===== src/rtl/spi_slave_if.sv =====
// spi_slave_if: SPI slave front-end that turns MOSI frames into RAM command words
// and shifts one byte of RAM read data back out on MISO, MSB first.  Rev 1.0
`default_nettype none

module spi_slave_if #(
  parameter int RX_WIDTH = 10,
  parameter int TX_WIDTH = 8
) (
  input  logic                clk,
  input  logic                rst_n,
  input  logic                SS_n,
  input  logic                MOSI,
  output logic                MISO,
  output logic [RX_WIDTH-1:0] rx_data,
  output logic                rx_valid,
  input  logic [TX_WIDTH-1:0] tx_data,
  input  logic                tx_valid
);

  localparam int RXCW = $clog2(RX_WIDTH + 1);
  localparam int TXCW = $clog2(TX_WIDTH);

  localparam logic [RXCW-1:0] C_RX_LAST = RXCW'(RX_WIDTH - 1);
  localparam logic [TXCW-1:0] C_TX_LAST = TXCW'(TX_WIDTH - 1);

  localparam logic [2:0] S_IDLE      = 3'd0;
  localparam logic [2:0] S_CHK_CMD   = 3'd1;
  localparam logic [2:0] S_WRITE     = 3'd2;
  localparam logic [2:0] S_READ_ADD  = 3'd3;
  localparam logic [2:0] S_READ_DATA = 3'd4;

  logic [2:0]          r_state;
  logic [RX_WIDTH-2:0] r_shift;
  logic [RXCW-1:0]     r_rx_cnt;
  logic                r_rx_done;
  logic [RX_WIDTH-1:0] r_rx_data;
  logic                r_rx_valid;
  logic                r_rd_addr_seen;
  logic [TX_WIDTH-2:0] r_tx_shift;
  logic [TXCW-1:0]     r_tx_cnt;
  logic                r_tx_busy;
  logic                r_tx_done;
  logic                r_miso;

  assign MISO     = r_miso;
  assign rx_data  = r_rx_data;
  assign rx_valid = r_rx_valid;

  always_ff @(posedge clk or negedge rst_n) begin
    if (!rst_n) begin
      r_state        <= S_IDLE;
      r_shift        <= '0;
      r_rx_cnt       <= '0;
      r_rx_done      <= 1'b0;
      r_rx_data      <= '0;
      r_rx_valid     <= 1'b0;
      r_rd_addr_seen <= 1'b0;
      r_tx_shift     <= '0;
      r_tx_cnt       <= '0;
      r_tx_busy      <= 1'b0;
      r_tx_done      <= 1'b0;
      r_miso         <= 1'b0;
    end else begin
      r_rx_valid <= 1'b0;
      r_miso     <= 1'b0;
      if (SS_n) begin
        // Frame abort: drop everything in flight but keep the read-address history.
        r_state   <= S_IDLE;
        r_rx_cnt  <= '0;
        r_rx_done <= 1'b0;
        r_tx_cnt  <= '0;
        r_tx_busy <= 1'b0;
        r_tx_done <= 1'b0;
      end else begin
        case (r_state)
          S_IDLE: r_state <= S_CHK_CMD;
          S_CHK_CMD: begin
            r_rx_cnt  <= '0;
            r_rx_done <= 1'b0;
            r_tx_cnt  <= '0;
            r_tx_busy <= 1'b0;
            r_tx_done <= 1'b0;
            if (!MOSI)              r_state <= S_WRITE;
            else if (r_rd_addr_seen) r_state <= S_READ_DATA;
            else                    r_state <= S_READ_ADD;
          end
          S_WRITE, S_READ_ADD, S_READ_DATA: begin
            if (!r_rx_done) begin
              r_shift  <= {r_shift[RX_WIDTH-3:0], MOSI};
              r_rx_cnt <= r_rx_cnt + 1'b1;
              if (r_rx_cnt == C_RX_LAST) begin
                r_rx_data  <= {r_shift, MOSI};
                r_rx_valid <= 1'b1;
                r_rx_done  <= 1'b1;
                if (r_state == S_READ_ADD)  r_rd_addr_seen <= 1'b1;
                if (r_state == S_READ_DATA) r_rd_addr_seen <= 1'b0;
              end
            end
            // One byte per frame: r_tx_done blocks reloads while tx_valid stays high.
            if (r_state == S_READ_DATA && r_rx_done) begin
              if (r_tx_busy) begin
                if (r_tx_cnt != '0) begin
                  r_miso     <= r_tx_shift[TX_WIDTH-2];
                  r_tx_shift <= {r_tx_shift[TX_WIDTH-3:0], 1'b0};
                  r_tx_cnt   <= r_tx_cnt - 1'b1;
                end else begin
                  r_tx_busy <= 1'b0;
                  r_tx_done <= 1'b1;
                end
              end else if (!r_tx_done && tx_valid) begin
                r_miso     <= tx_data[TX_WIDTH-1];
                r_tx_shift <= tx_data[TX_WIDTH-2:0];
                r_tx_cnt   <= C_TX_LAST;
                r_tx_busy  <= 1'b1;
              end
            end
          end
          default: r_state <= S_IDLE;
        endcase
      end
    end
  end

endmodule

`default_nettype wire

===== config.mk =====
export PLATFORM = sky130hd
export DESIGN_NAME = spi_slave_if
export DESIGN_NICKNAME = d
export VERILOG_FILES = /design/src/rtl/spi_slave_if.sv
export SDC_FILE = /design/constraint.sdc
export NUM_CORES = 1
export LEC_CHECK = 0
export CAP_MARGIN = 0
export CORE_MARGIN = 5
export CORE_UTILIZATION = 50
export DETAILED_ROUTE_END_ITERATION = 8
export DONT_BUFFER_PORTS = 1
export MAX_ROUTING_LAYER = met4
export PLACE_DENSITY = 0.67
export SYNTH_ARGS = -nofsm -noshare
export SYNTH_HDL_FRONTEND = slang
export SYNTH_SLANG_ARGS = --single-unit
export TNS_END_PERCENT = 10

===== constraint.sdc =====
create_clock -name clk -period 3.2 [get_ports clk]
set_clock_uncertainty 0.15 [all_clocks]
set_input_delay 0.32 -clock clk [delete_from_list [all_inputs] [get_ports clk]]
set_output_delay 0.32 -clock clk [all_outputs]
set_load 0.01 [all_outputs]

==> After elaboration in Yosys (flattened, before gate mapping) <==
Cells that the tools add are included.
{ "totals": {"regBits": 42, "latchBits": 0, "ramBits": 0, "rom_bits": 0, "out_inout_bits": 12, "word_cells": 88, "memories": 0} }
{ "classes": {"n_addsub": 2, "n_mul": 0, "div_mod_pow": 0, "n_lt_le_gt_ge": 0, "n_eq_ne": 13, "n_shift": 0, "n_mux": 42, "n_bitwise": 2, "reduce_logical": 17} }
{ "op_table": {"columns": ["cell", "count"], "rows": [
  ["3-bit 2-to-1 mux", 8],
  ["1-bit 2-to-1 mux", 23],
  ["7-bit 2-to-1 mux", 3],
  ["3-bit != test, second input constant", 4],
  ["4-bit AND reduction", 3],
  ["5-bit AND reduction", 2],
  ["3-bit one-hot mux with 3 select lines", 1],
  ["4-bit 2-to-1 mux", 2],
  ["4-bit != test, second input constant", 2],
  ["4-bit one-hot mux with 2 select lines", 1],
  ["3-bit by 2-bit equality test with 1-bit output, second input constant", 2],
  ["1-bit one-hot mux with 2 select lines", 3],
  ["3-bit one-hot mux with 2 select lines", 1],
  ["3-bit nonzero test", 2],
  ["4-bit by 1-bit adder with 4-bit output, second input constant", 1],
  ["4-bit equality test, second input constant", 1],
  ["2-bit AND reduction", 2],
  ["2-bit nonzero test", 2],
  ["3-bit by 1-bit equality test with 1-bit output, second input constant", 1],
  ["3-bit equality test, second input constant", 1],
  ["3-bit zero test", 1],
  ["3-bit AND reduction", 1],
  ["3-bit OR reduction", 1],
  ["3-bit by 1-bit subtractor with 3-bit output, second input constant", 1],
  ["other kinds (5)", 7]
]} }

==> Logic depth before layout (Yosys ltp) <==
{ "depth": {"depth_word": 7, "depth_mapped": 8} }

==> Worst setup path before layout <==
OpenSTA, ideal clock, no wires.
{ "synth_path": {"kind": "flip-flop to flip-flop", "start": "register r_rx_cnt[1]", "end": "register r_rx_data[0], in the netlist rx_data[0]", "setup_ps": 125, "arrival_time_ps": 1668, "required_ps": 2925, "setup_slack_ps": 1257, "stages_incl_launch_ff": 8, "n_path_buf": 1, "period_less_slack_ps": 1943, "path_cell_list": "dfrtp_1 > inv_1 > ha_1 > nand2_1 > or4_4 > a21oi_2 > buf_6 > mux2_2"} }
{ "synth_via": {"elab_chain_len": 2} }
{ "synth_rtl": {"columns": ["item", "line_no", "rtl"], "rows": [
  ["start, declared", "34", "logic [RXCW-1:0] r_rx_cnt;"],
  ["start signal, assigned", "90", "r_rx_cnt <= r_rx_cnt + 1'b1;"],
  ["4-bit equality test", "91", "if (r_rx_cnt == C_RX_LAST) begin"],
  ["4-bit AND reduction (no line)", null, null],
  ["end signal, assigned", "92", "r_rx_data <= {r_shift, MOSI};"],
  ["end, declared", "36", "logic [RX_WIDTH-1:0] r_rx_data;"]
]} }
Every way passes these cells.
A chain may end at the register's enable or synchronous reset.

==> Final worst setup path <==
{ "layout_path": {"start": "register r_rx_cnt[1]", "end": "register r_rx_data[9], in the netlist rx_data[9]"} }
Same word-level chain as after synthesis.

==> results.ini <==
[floorplanning]
coreArea_sq_mm=0.003689
start_util_pct=52.14
ioPinCount=25
die_w_um=72.02
dieHeight_um=72.02
row_count=22
die_area_sq_mm=0.005186

[drt]
vias=1191
drtPass1Iterations=5
routed_wl_um=3370
drc=0
drt_iter0_drc=52
ant_nets=0
viasPerCell=5.618
wl_per_cell_um=15.90

[global_routing]
antenna_found_initial=0
grt_max_degree=43
grt.total_usage_pct=14.41
overflow=0
grt_pass1_wl_um=5699
grt_pass1_vias=1247

[layout]
drive_above_1_share_pct=21.34
layout.nets=180
fin_cells=212
diodes=0
finalInstanceArea_sq_mm=0.002071
area_delta_synth_final_pct=7.678

[yosys]
ys_seq_area_share_pct=54.65
ys_types=35
netlist_area_sq_mm=0.001923
syn_area_per_cell_sq_um=12.09
ys_seq_elements=42
synth_nets=176
yosys_warnings=0
synth_cells=159

[hold_path]
worstHoldPathCells=1
worstHoldPathType=input pin to flip-flop

[placed_design]
dp.cells=201
portBuffers=0
dp_hpwl_um=2360
gp_congestion=0.7668
dpl-instance-area_sq_mm=0.001941

[timing]
rsz0062_at_grt=no
timing.slew.headroom_pct=58.44
holdWs_ns=0.02349
finalSetupViolCount=0
finalMaxSlewViolations=0
finalHoldViolations=0
max_freq_ghz=0.4369
finalCriticalPeriod_ns=2.289
min_period_over_period_pct=71.52
tns_ns=0
tightest_slew_ns=0.6234

[critical_path]
reg2regPathDepth=6
startpoint_type=flip-flop
worstSetupEndpointType=flip-flop
critPathSlowestCell=a21oi_2
path_class=flip-flop to flip-flop
cp_max_fo=11
critPathArrivalTime_ns=2.31
r2r_setup_slack_ns=0.91
required_ns=3.22
critical_path.max_stage_delay_ns=0.48
path_cells=inv_1 -> ha_1 -> nand2_1 -> or4_4 -> a21oi_2 -> mux2_2
crit_buf_inv=1
path_depth=6
path_delay_family=simple AND/OR/NAND/NOR gates

[clocking]
post_cts_buffers=0
cts.clk_slew.worst_paths_ns=0.08
clock_sinks=42
cts.htree.levels=2
cts_inserted_buffers=5
cts-root-buf=clkbuf_8
cts_tree=built
clock_latency_ns=0.29
clk_path_buf_depth=2

[power]
power_frac_clock_pct=28.7
vdd_drop_max_mv=0.4380
seq_power_share_pct=56.7
power.leakage_nw=0.9360
power.share.switching_pct=27.66
total_power_w=0.001168
powerDensity_mw_per_mm2=564.1
p_switching_w=0.0003231
pwr-share-comb_pct=14.6
p_int_w=0.0008449

[outcome]
status=finished clean

[job]
maxCapViolCount=0

[stage by stage]
step	setup slack, ns	utilization, %
after CTS	0.8682	56.14
after global placement	0.9975	52.61
final	0.9114	56.14
after floorplan	1.257	-
after global routing	0.7735	56.14
after detailed placement	0.8836	52.61
[power by group through the flow]
stage / Clock (W) / Combinational [W] / Sequential, W
3_5_place_dp: 0 / 0.000157 / 0.000671
5_1_grt: 0.000372 / 0.000191 / 0.000673
6_report: 0.000335 / 0.000171 / 0.000662
4_1_cts: 0.000347 / 0.000174 / 0.000661
3_3_place_gp: 0 / 0.000152 / 0.000666
2_1_floorplan: 0 / 0.000145 / 0.000651
[cell families after synthesis]
logic type	count (synthesis)	share of synthesized area [%]
flip-flops	42	54.65
AO/OA/AOI/OAI	35	12.62
AND/OR/NAND/NOR	33	9.109
multiplexers	28	15.94
buffers and inverters	15	4.164
adder cells (fa/ha/maj)	4	2.603
XOR/XNOR	2	0.9110
[final cells by class]
type	instances	area, sq um
timing repair buffer	4	47.55
inverter	8	30.03
clock inverter	3	21.27
clock buffer	5	68.82
fill	329	1618
tap	48	60.06
multi-input combinational	102	792.0
sequential	42	1051
[synth_stat cells]
library cell / count / area, sq um
dfrtp_1: 42 / 1051
mux2_2: 21 / 236.5
nor2_1: 12 / 45.04
a21oi_1: 10 / 50.05
inv_1: 8 / 30.03
mux2i_1: 7 / 70.07
nand2_1: 7 / 26.28
a31oi_1: 6 / 37.54
ha_1: 4 / 50.05
o21ai_0: 4 / 20.02
a211oi_1: 3 / 22.52
buf_6: 3 / 33.78
clkbuf_1: 3 / 11.26
a2111oi_0: 2 / 17.52
a21o_1: 2 / 15.01
a32o_1: 2 / 20.02
and2b_1: 2 / 15.01
nand2b_1: 2 / 12.51
nand3_1: 2 / 10.01
xnor2_1: 2 / 17.52
a21oi_2: 1 / 8.760
a21oi_4: 1 / 16.27
a22o_1: 1 / 8.760
a41oi_1: 1 / 8.760
buf_2: 1 / 5.000
nand4bb_1: 1 / 11.26
nor2b_1: 1 / 6.260
nor3_1: 1 / 5.000
nor3b_1: 1 / 7.510
nor4_1: 1 / 6.260
o211a_1: 1 / 10.01
o31ai_1: 1 / 7.510
or2b_1: 1 / 7.510
or3b_4: 1 / 11.26
or4_4: 1 / 11.26
[what timing repair did]
action                    CTS  global route
hold buffers                3             0
hold endpoints to repair   45             0
gates resized for setup     0             0
[state kept, by name, summed over array words and instances, names as in the netlist]
| register | count |
|---|---|
| MISO | 1 |
| r_rd_addr_seen | 1 |
| r_rx_cnt | 4 |
| r_rx_done | 1 |
| r_shift | 9 |
| r_state | 3 |
| r_tx_busy | 1 |
| r_tx_cnt | 3 |
| r_tx_done | 1 |
| r_tx_shift | 7 |
| rx_data | 10 |
| rx_valid | 1 |
[layer usage]
metal | up-vias | GRT usage (%) | share of wire, %
met3 | 6 | 4.294 | 5.2
met4 | 0 | 6.681 | 1.4
met1 | 591 | 16.76 | 44
met5 | - | - | 0
li1 | 572 | - | -
met2 | 22 | 22.96 | 49
[path summary, 6_finish.rpt]
path	endpoint	from
worst max-delay path	rx_data[9]	r_rx_cnt[1]
min in group asynchronous	r_state[2]	rst_n
worst max register to register	rx_data[9]	r_rx_cnt[1]
worst min-delay path	r_shift[0]	MOSI
worst min register to register	r_tx_cnt[1]	r_tx_cnt[1]
max in group asynchronous	r_shift[8]	rst_n
[layout by cell type (no fill, tap or decap), types with 2 or more instances in the layout]
cell	count
inv_1	8
a32o_1	2
nor2_1	12
a21o_1	2
a31oi_1	6
dfrtp_1	42
and2b_1	2
nand3_1	2
ha_1	4
a21oi_1	10
nand2_1	7
a211oi_1	3
nand2b_1	2
clkbuf_8	5
xnor2_1	2
dlygate4sd3_1	2
o21ai_0	4
a2111oi_0	2
mux2i_1	7
mux2_2	21
Note: power is estimated with default switching activity, not from simulation.
